$ cat src/rtl/traffic_phase_timer.sv
// Purpose : phase timer (prescaled tick, shadowed green durations) and sensor debounce for the two-road light FSM.
// Latency : timer_x rises green_x*CLK_PER_TICK cycles after reset_timer rises; sensor edges reach Sa/Sb DEB_CYCLES+2 cycles later.
// Backpressure: none; config writes are always accepted into a shadow and applied when the timer is idle.
//
// Ports:
//   clk, reset          : clock, synchronous active-high reset
//   reset_timer, Ga, Gb : controller phase-active and green indications
//   Sa_raw, Sb_raw      : asynchronous road sensors
//   cfg_we/sel/data     : green-duration write (sel 0 = road A, 1 = road B), in ticks
//   Sa, Sb              : debounced sensors
//   timer_a, timer_b    : green duration elapsed for the road currently green
//   tick                : one-cycle prescaler pulse
module traffic_phase_timer #(
    parameter int CLK_PER_TICK = 100,
    parameter int CNT_W        = 8,
    parameter int GREEN_A_DEF  = 30,
    parameter int GREEN_B_DEF  = 20,
    parameter int DEB_CYCLES   = 4
) (
    input  logic             clk,
    input  logic             reset,
    input  logic             reset_timer,
    input  logic             Ga,
    input  logic             Gb,
    input  logic             Sa_raw,
    input  logic             Sb_raw,
    input  logic             cfg_we,
    input  logic             cfg_sel,
    input  logic [CNT_W-1:0] cfg_data,
    output logic             Sa,
    output logic             Sb,
    output logic             timer_a,
    output logic             timer_b,
    output logic             tick
);

    localparam int PRE_W = (CLK_PER_TICK < 2) ? 1 : $clog2(CLK_PER_TICK);
    localparam int DEB_W = (DEB_CYCLES < 2) ? 1 : $clog2(DEB_CYCLES);

    localparam logic [PRE_W-1:0] PRE_LAST = PRE_W'(CLK_PER_TICK - 1);
    localparam logic [DEB_W-1:0] DEB_LAST = DEB_W'(DEB_CYCLES - 1);
    localparam logic [CNT_W-1:0] CNT_MAX  = '1;
    localparam logic [CNT_W-1:0] GA_DEF   = CNT_W'(GREEN_A_DEF);
    localparam logic [CNT_W-1:0] GB_DEF   = CNT_W'(GREEN_B_DEF);

    logic [PRE_W-1:0] pre_cnt;
    logic [CNT_W-1:0] tick_cnt;
    logic [CNT_W-1:0] green_a, green_b;
    logic [CNT_W-1:0] shadow_a, shadow_b;
    logic             pend_a, pend_b;
    logic             tick_int;

    // Bit 0 = road A, bit 1 = road B; both sensors share identical conditioning.
    logic [1:0]       sens_raw;
    logic [1:0]       sync1, sync2, deb_q;
    logic [DEB_W-1:0] deb_cnt [2];

    assign tick_int = reset_timer & (pre_cnt == PRE_LAST);
    assign sens_raw = {Sb_raw, Sa_raw};

    // ------------------------------------------------------------------
    // Prescaler and saturating tick counter; both idle at 0 between phases.
    // ------------------------------------------------------------------
    always_ff @(posedge clk) begin
        if (reset) begin
            pre_cnt  <= '0;
            tick_cnt <= '0;
        end else if (!reset_timer) begin
            pre_cnt  <= '0;
            tick_cnt <= '0;
        end else begin
            pre_cnt <= tick_int ? '0 : pre_cnt + PRE_W'(1);
            if (tick_int && tick_cnt != CNT_MAX)
                tick_cnt <= tick_cnt + CNT_W'(1);
        end
    end

    // ------------------------------------------------------------------
    // Duration config. Writes land in a shadow; the active register only
    // changes while the timer is idle, so a running phase is never
    // retimed. A write coinciding with a transfer stays pending because
    // the write's flag update is ordered after the transfer's clear.
    // ------------------------------------------------------------------
    always_ff @(posedge clk) begin
        if (reset) begin
            green_a  <= GA_DEF;
            green_b  <= GB_DEF;
            shadow_a <= GA_DEF;
            shadow_b <= GB_DEF;
            pend_a   <= 1'b0;
            pend_b   <= 1'b0;
        end else begin
            if (!reset_timer && pend_a) begin
                green_a <= shadow_a;
                pend_a  <= 1'b0;
            end
            if (!reset_timer && pend_b) begin
                green_b <= shadow_b;
                pend_b  <= 1'b0;
            end
            if (cfg_we && !cfg_sel) begin
                shadow_a <= cfg_data;
                pend_a   <= 1'b1;
            end
            if (cfg_we && cfg_sel) begin
                shadow_b <= cfg_data;
                pend_b   <= 1'b1;
            end
        end
    end

    // ------------------------------------------------------------------
    // Sensor conditioning: two-flop synchroniser, then the output only
    // follows after DEB_CYCLES consecutive disagreeing samples.
    // ------------------------------------------------------------------
    always_ff @(posedge clk) begin
        if (reset) begin
            sync1      <= '0;
            sync2      <= '0;
            deb_q      <= '0;
            deb_cnt[0] <= '0;
            deb_cnt[1] <= '0;
        end else begin
            sync1 <= sens_raw;
            sync2 <= sync1;
            for (int i = 0; i < 2; i++) begin
                if (sync2[i] == deb_q[i]) begin
                    deb_cnt[i] <= '0;
                end else if (deb_cnt[i] == DEB_LAST) begin
                    deb_q[i]   <= sync2[i];
                    deb_cnt[i] <= '0;
                end else begin
                    deb_cnt[i] <= deb_cnt[i] + DEB_W'(1);
                end
            end
        end
    end

    // Outputs are forced low while reset is held, whatever stale state
    // the counters carry into the reset cycle.
    assign tick    = tick_int & ~reset;
    assign timer_a = ~reset & reset_timer & Ga & (tick_cnt >= green_a);
    assign timer_b = ~reset & reset_timer & Gb & (tick_cnt >= green_b);
    assign Sa      = deb_q[0];
    assign Sb      = deb_q[1];

endmodule

$ cat config.mk
export PLATFORM = sky130hd
export DESIGN_NAME = traffic_phase_timer
export DESIGN_NICKNAME = d
export VERILOG_FILES = /design/src/rtl/traffic_phase_timer.sv
export SDC_FILE = /design/constraint.sdc
export NUM_CORES = 1
export LEC_CHECK = 0
export BUFFER_PORTS_ARGS = -buffer_cell sky130_fd_sc_hd__buf_4
export CORE_UTILIZATION = 35
export CTS_BUF_LIST = sky130_fd_sc_hd__clkbuf_8
export CTS_CLUSTER_SIZE = 40
export DETAILED_ROUTE_END_ITERATION = 7
export PLACE_DENSITY = 0.57
export SYNTH_ARGS = -nofsm -noshare
export SYNTH_HDL_FRONTEND = slang
export SYNTH_SLANG_ARGS = --single-unit
$ cat constraint.sdc
create_clock -name clk -period 1.5 [get_ports clk]
set_input_delay 0.3 -clock clk [delete_from_list [all_inputs] [get_ports clk]]
set_output_delay 0.3 -clock clk [all_outputs]
set_load 0.1 [all_outputs]
# --- Word-level counts from Yosys, hierarchy flattened ---
# Memories as Yosys holds them, arrays and structs flattened.
# Cells that the tools add are included.
totals:
  in_bits: 17
  word_cells: 89
  ram_bits: 4
  mem_count: 1
  reg_bits: 55
  output_inout_bits: 5
classes:
  add_sub_neg: 4
  bitwise: 17
  magnitude_cmp: 2
  muxes: 34
  reduce_logical: 13
  n_eq_ne: 6
mem_list:
  columns: ["name", "depth", "word_bits", "read_ports", "rd_clocked_by_memory_dff", "wr", "line", "rtl"]
  rows:
  - ["deb_cnt", 2, 2, 2, 0, 2, "56", "logic [DEB_W-1:0] deb_cnt [2];"]
op_table:
  columns: ["op", "count"]
  rows:
  - ["2-to-1 mux 1 bit", 28]
  - ["greater-or-equal comparator 8 bit", 2]
  - ["2-to-1 mux 2 bit", 6]
  - ["adder 8 x 1 -> 8 bit, second input constant", 1]
  - ["inequality test 8 bit, second input constant", 1]
  - ["adder 7 x 1 -> 7 bit, second input constant", 1]
  - ["AND 1 bit", 7]
  - ["equality test 7 bit, second input constant", 1]
  - ["OR 1 bit", 6]
  - ["logical AND 1 bit", 5]
  - ["adder 2 x 1 -> 2 bit, second input constant", 2]
  - ["equality test 2 bit, second input constant", 2]
  - ["inverter 1 bit", 4]
  - ["AND reduction 2 bit", 2]
  - ["nonzero test 2 bit", 2]
  - ["OR reduction 3 bit", 1]
  - ["equality test 1 bit", 2]
  - ["logical NOT 1 bit", 2]
  - ["OR reduction 2 bit", 1]

# --- Logic depth before layout (Yosys ltp) ---
depth:
  depth_word: 7
  mapped_depth: 6
  mapped_depth_nobuf: 6

# --- Worst setup path after synthesis ---
# No wires, ideal clock.
synth_path:
  path_type: "register to output"
  startpoint: "register tick_cnt[0]"
  endpoint: "output timer_a"
  n_path_buf: 0
  required_ns: 1.200
  path_stages_with_launch: 7
  arrival_ns: 2.440
  setup_slack_ns: -1.240
  cell_sequence: "dfxtp_1 -> inv_1 -> ha_1 -> nand2b_1 -> a21oi_1 -> o21a_1 -> o22ai_1"
synth_between:
  elab_chain_len: 2
synth_rtl:
  columns: ["element", "line", "rtl"]
  rows:
  - ["start: declaration", "47", "logic [CNT_W-1:0] tick_cnt;"]
  - ["start signal: assignment", "74", "tick_cnt <= tick_cnt + CNT_W'(1);"]
  - ["greater-or-equal comparator 8 bit", "142", "assign timer_a = ~reset & reset_timer & Ga & (tick_cnt >= green_a);"]
  - ["AND 1 bit", "142", null]
  - ["end: declaration", "32", "output logic timer_a,"]
# No other way between the ends.

# --- Worst setup path after layout ---
layout_path:
  startpoint: "register tick_cnt[7]"
  endpoint: "output timer_b"
layout_between:
  elab_chain_len: 2
layout_rtl:
  columns: ["element", "line", "rtl"]
  rows:
  - ["greater-or-equal comparator 8 bit", "143", "assign timer_b = ~reset & reset_timer & Gb & (tick_cnt >= green_b);"]
  - ["AND 1 bit", "143", null]
  - ["end: declaration", "33", "output logic timer_b,"]
# No other way between the ends.

==> reports/qor.csv <==
stage,metric,value,unit
run_status,outcome,"complete, but fails checks",
logic_synthesis,Syn. warnings,0,
routing,First-pass DRT Iterations,4,
clock_network,htree depth,3,
worst_setup_path,critical path launch point type,flop,
floorplan,Die H,88.7,um
logic_synthesis,synth top area cells,"dfxtp_1 (42%), ha_1 (9.5%), nand2_1 (5.6%)",
power_and_ir_drop,Power Total,3.63,mW
placement,GP Congestion,0.757,
logic_synthesis,top post-synthesis cells by count,"dfxtp_1 (55), nand2_1 (39), nor2_1 (35)",
routing,DRC violations left,0,
timing,unrepaired setup endpoints after global routing,yes,
min_path,Worst Hold Class,primary input to flop,
routing,drt wl/cell,12.4,um
power_and_ir_drop,maximum VDD drop,0.748,mV
power_and_ir_drop,Psw,0.795,mW
logic_synthesis,Yosys top cell by area,dfxtp_1,
timing,Fin. Hold Viols,0,
floorplan,die area,7870,sq um
floorplan,area of the core,7250,sq um
routing,initial drt markers,44,
power_and_ir_drop,Power Density,967,nW/um^2
power_and_ir_drop,Internal Power,2.84,mW
grt,GRT Util Overall,16.2,%
clock_network,cts bufs inserted,9,
clock_network,Sink Count,59,
run_status,failing checks,setup timing,
clock_network,clock slew seen by the registers of the worst setup and hold paths,70,ps
timing,period utilization,137,%
clock_network,clock latency at the later pin of the worst-skew pair,330,ps
floorplan,Die X,88.7,um
layout,# diodes,0,
layout,multi-input logic area,1510,sq um
clock_network,Root Buffer Master,clkbuf_8,
placement,Port Buf Inserts,21,
timing,# setup viols final,8,
layout,Final Util,51.8,%
grt,vias in the first global route,2030,
worst_setup_path,CP Max Fanout,2,
worst_setup_path,worst path required time,1200,ps
routing,Via density,4.64,
logic_synthesis,"Distinct cells, synth",38,
timing,max-slew violations,0,
timing,fmax,0.488,GHz
layout,nets,397,
logic_synthesis,register area share after synthesis,46.4,%
grt,grt ovf,0,
logic_synthesis,Post-Syn Area,2630,sq um
logic_synthesis,most frequent cell after synthesis,dfxtp_1,
floorplan,I/O pin cnt,22,
timing,Max Clock Skew,7.40,ps
clock_network,cts hold-fix bufs,0,
grt,initial antenna violation count,0,
layout,FILL cells,707,
routing,Routed Antenna Nets,0,
grt,first-pass GRT wire length,9510,um
routing,via count,2154,
clock_network,Max Root-Sink Buffers,2,
worst_setup_path,crit end category,output pin,
power_and_ir_drop,Comb power frac,6.2,%
power_and_ir_drop,Clk pwr share,48.3,%
timing,final setup margin,-550,ps
logic_synthesis,Post-synth EDFFs,4,
routing,final WL,5760,um
floorplan,# rows,31,
layout,area added between synthesis and finish,42.8,%
run,Max Cap Viol,0,
logic_synthesis,Syn Area/Cell,9.08,sq um
logic_synthesis,Synth top area share,41.8,%
timing,setup_tns,-1530,ps
power_and_ir_drop,LEAKAGE,1.56,nW
grt,largest net degree at the start of global routing,35,
logic_synthesis,Cells after Synth,290,
layout,share of post-route cells with drive strength above 1,35.1,%
floorplan,Initial Utilization,36.3,%
worst_setup_path,WP data arrival,1750,ps
logic_synthesis,#FFs+latches synth,59,
power_and_ir_drop,switching portion of total power,21.9,%
layout,sequential cell area,1240,sq um
clock_network,TritonCTS clock tree,built,
timing,Period minus WS final,2050,ps
worst_setup_path,worst setup path class,flop to output pin,
logic_synthesis,top_reg_cell synth,dfxtp_1,
logic_synthesis,fraction of registers with async set/reset,0,%
placement,dpl hpwl,4080,um
power_and_ir_drop,sequential power share,45.5,%
==> logic make-up (layout without fill, tap and decap cells) <==
| logic type | count (synthesis) | in the layout | synth area share (%) |
|---|---|---|---|
| fa+ha+maj | 20 | 20 | 9.51 |
| xor+xnor | 9 | 9 | 2.99 |
| simple gates | 114 | 114 | 20.6 |
| mux | 8 | 8 | 3.04 |
| buf+inv | 28 | 100 | 4.09 |
| compound gates | 51 | 51 | 13.2 |
| other cells | 1 | 4 | 0.142 |
| flops | 59 | 59 | 46.4 |
==> layout by cell type (no fill, tap or decap), types with 3 or more instances in the layout <==
cell and n:
a21oi_1 21, xnor2_1 6, nand2b_1 3, nand2_1 38, xor2_1 3, ha_4 5
inv_2 4, mux2i_1 8, ha_1 14, nor2b_1 10, a21oi_2 4, buf_12 4
clkbuf_8 9, or3_1 4, nand3_1 4, edfxtp_1 4, bufinv_16 3, inv_1 14
conb_1 4, dfxtp_1 40, and3_1 3, nor2_1 34, buf_6 7, a211o_1 10
buf_4 55, nand4_1 3, dfxtp_2 13
==> layout make-up <==
cell class	count	share of cell area (%)
Tap cell	99	3.30
Sequential cell	59	33.1
Inverter	18	1.80
Timing Repair Buffer	66	15.2
Clock buffer	9	3.30
Multi-Input combinational cell	206	40.2
Clock inverter	7	3.10
==> what timing repair did <==
| action | CTS | global route |
|---|---|---|
| endpoints found under the setup margin | 9 | 11 |
| resized for setup | 27 | 17 |
| setup buffers | 6 | 4 |
| gates cloned | 0 | 0 |
| pin swaps | 13 | 6 |
==> per-layer routing <==
layer / track usage (%) / vias to the layer above / share of wire [%]
met3: 5.13 / 8 / 3.1
met2: 26.0 / 30 / 47
li1: - / 1124 / -
met4: 7.33 / 0 / 2.0
met5: 0 / - / 0
met1: 19.9 / 992 / 48
==> sequential cells by signal, indices dropped and copies added (netlist names), 4 cells and up <==
register and flops:
deb_cnt 4, tick_cnt 8, pre_cnt 7, green_a 8
shadow_b 8, shadow_a 8, green_b 8
==> through the flow <==
stage / worst slack (ps) / std cells / cell area (sq um) / hold slack (ps)
5_1_grt: -627 / 464 / 3760 / 157
3_3_place_gp: -330 / 439 / 3260 / 418
4_1_cts: -574 / 461 / 3680 / 155
6_report: -550 / 464 / 3760 / 171
3_5_place_dp: -360 / 439 / 3260 / 425
2_1_floorplan: -287 / 293 / 2740 / 414
==> power by group through the flow <==
| stage | combinational [mW] | sequential, mW | clock, mW |
|---|---|---|---|
| floorplan | 0.128 | 1.69 | 0 |
| global placement | 0.221 | 1.69 | 0 |
| detailed placement | 0.224 | 1.69 | 0 |
| CTS | 0.227 | 1.65 | 1.80 |
| global route | 0.254 | 1.66 | 1.87 |
| finish | 0.225 | 1.65 | 1.76 |
==> worst max-delay path: stages (launching register included) <==
cell	delay, ps
dfxtp_4	360
buf_12	120
ha_4	270
and3_4	190
nand4_1	120
o22ai_4	150
buf_12	190
==> path summary, 6_finish.rpt <==
| check | from | cells past startpoint | slack (ps) | to |
|---|---|---|---|---|
| max | tick_cnt[7] | 6 | -550 | timer_b |
| min | Sb_raw | 2 | 170 | sync1[1] |
| max reg2reg | pre_cnt[0] | 7 | -90 | tick_cnt[6] |
| min reg2reg | sync1[1] | 1 | 440 | sync2[1] |
No activity file was read; power rests on OpenSTA's default activity.
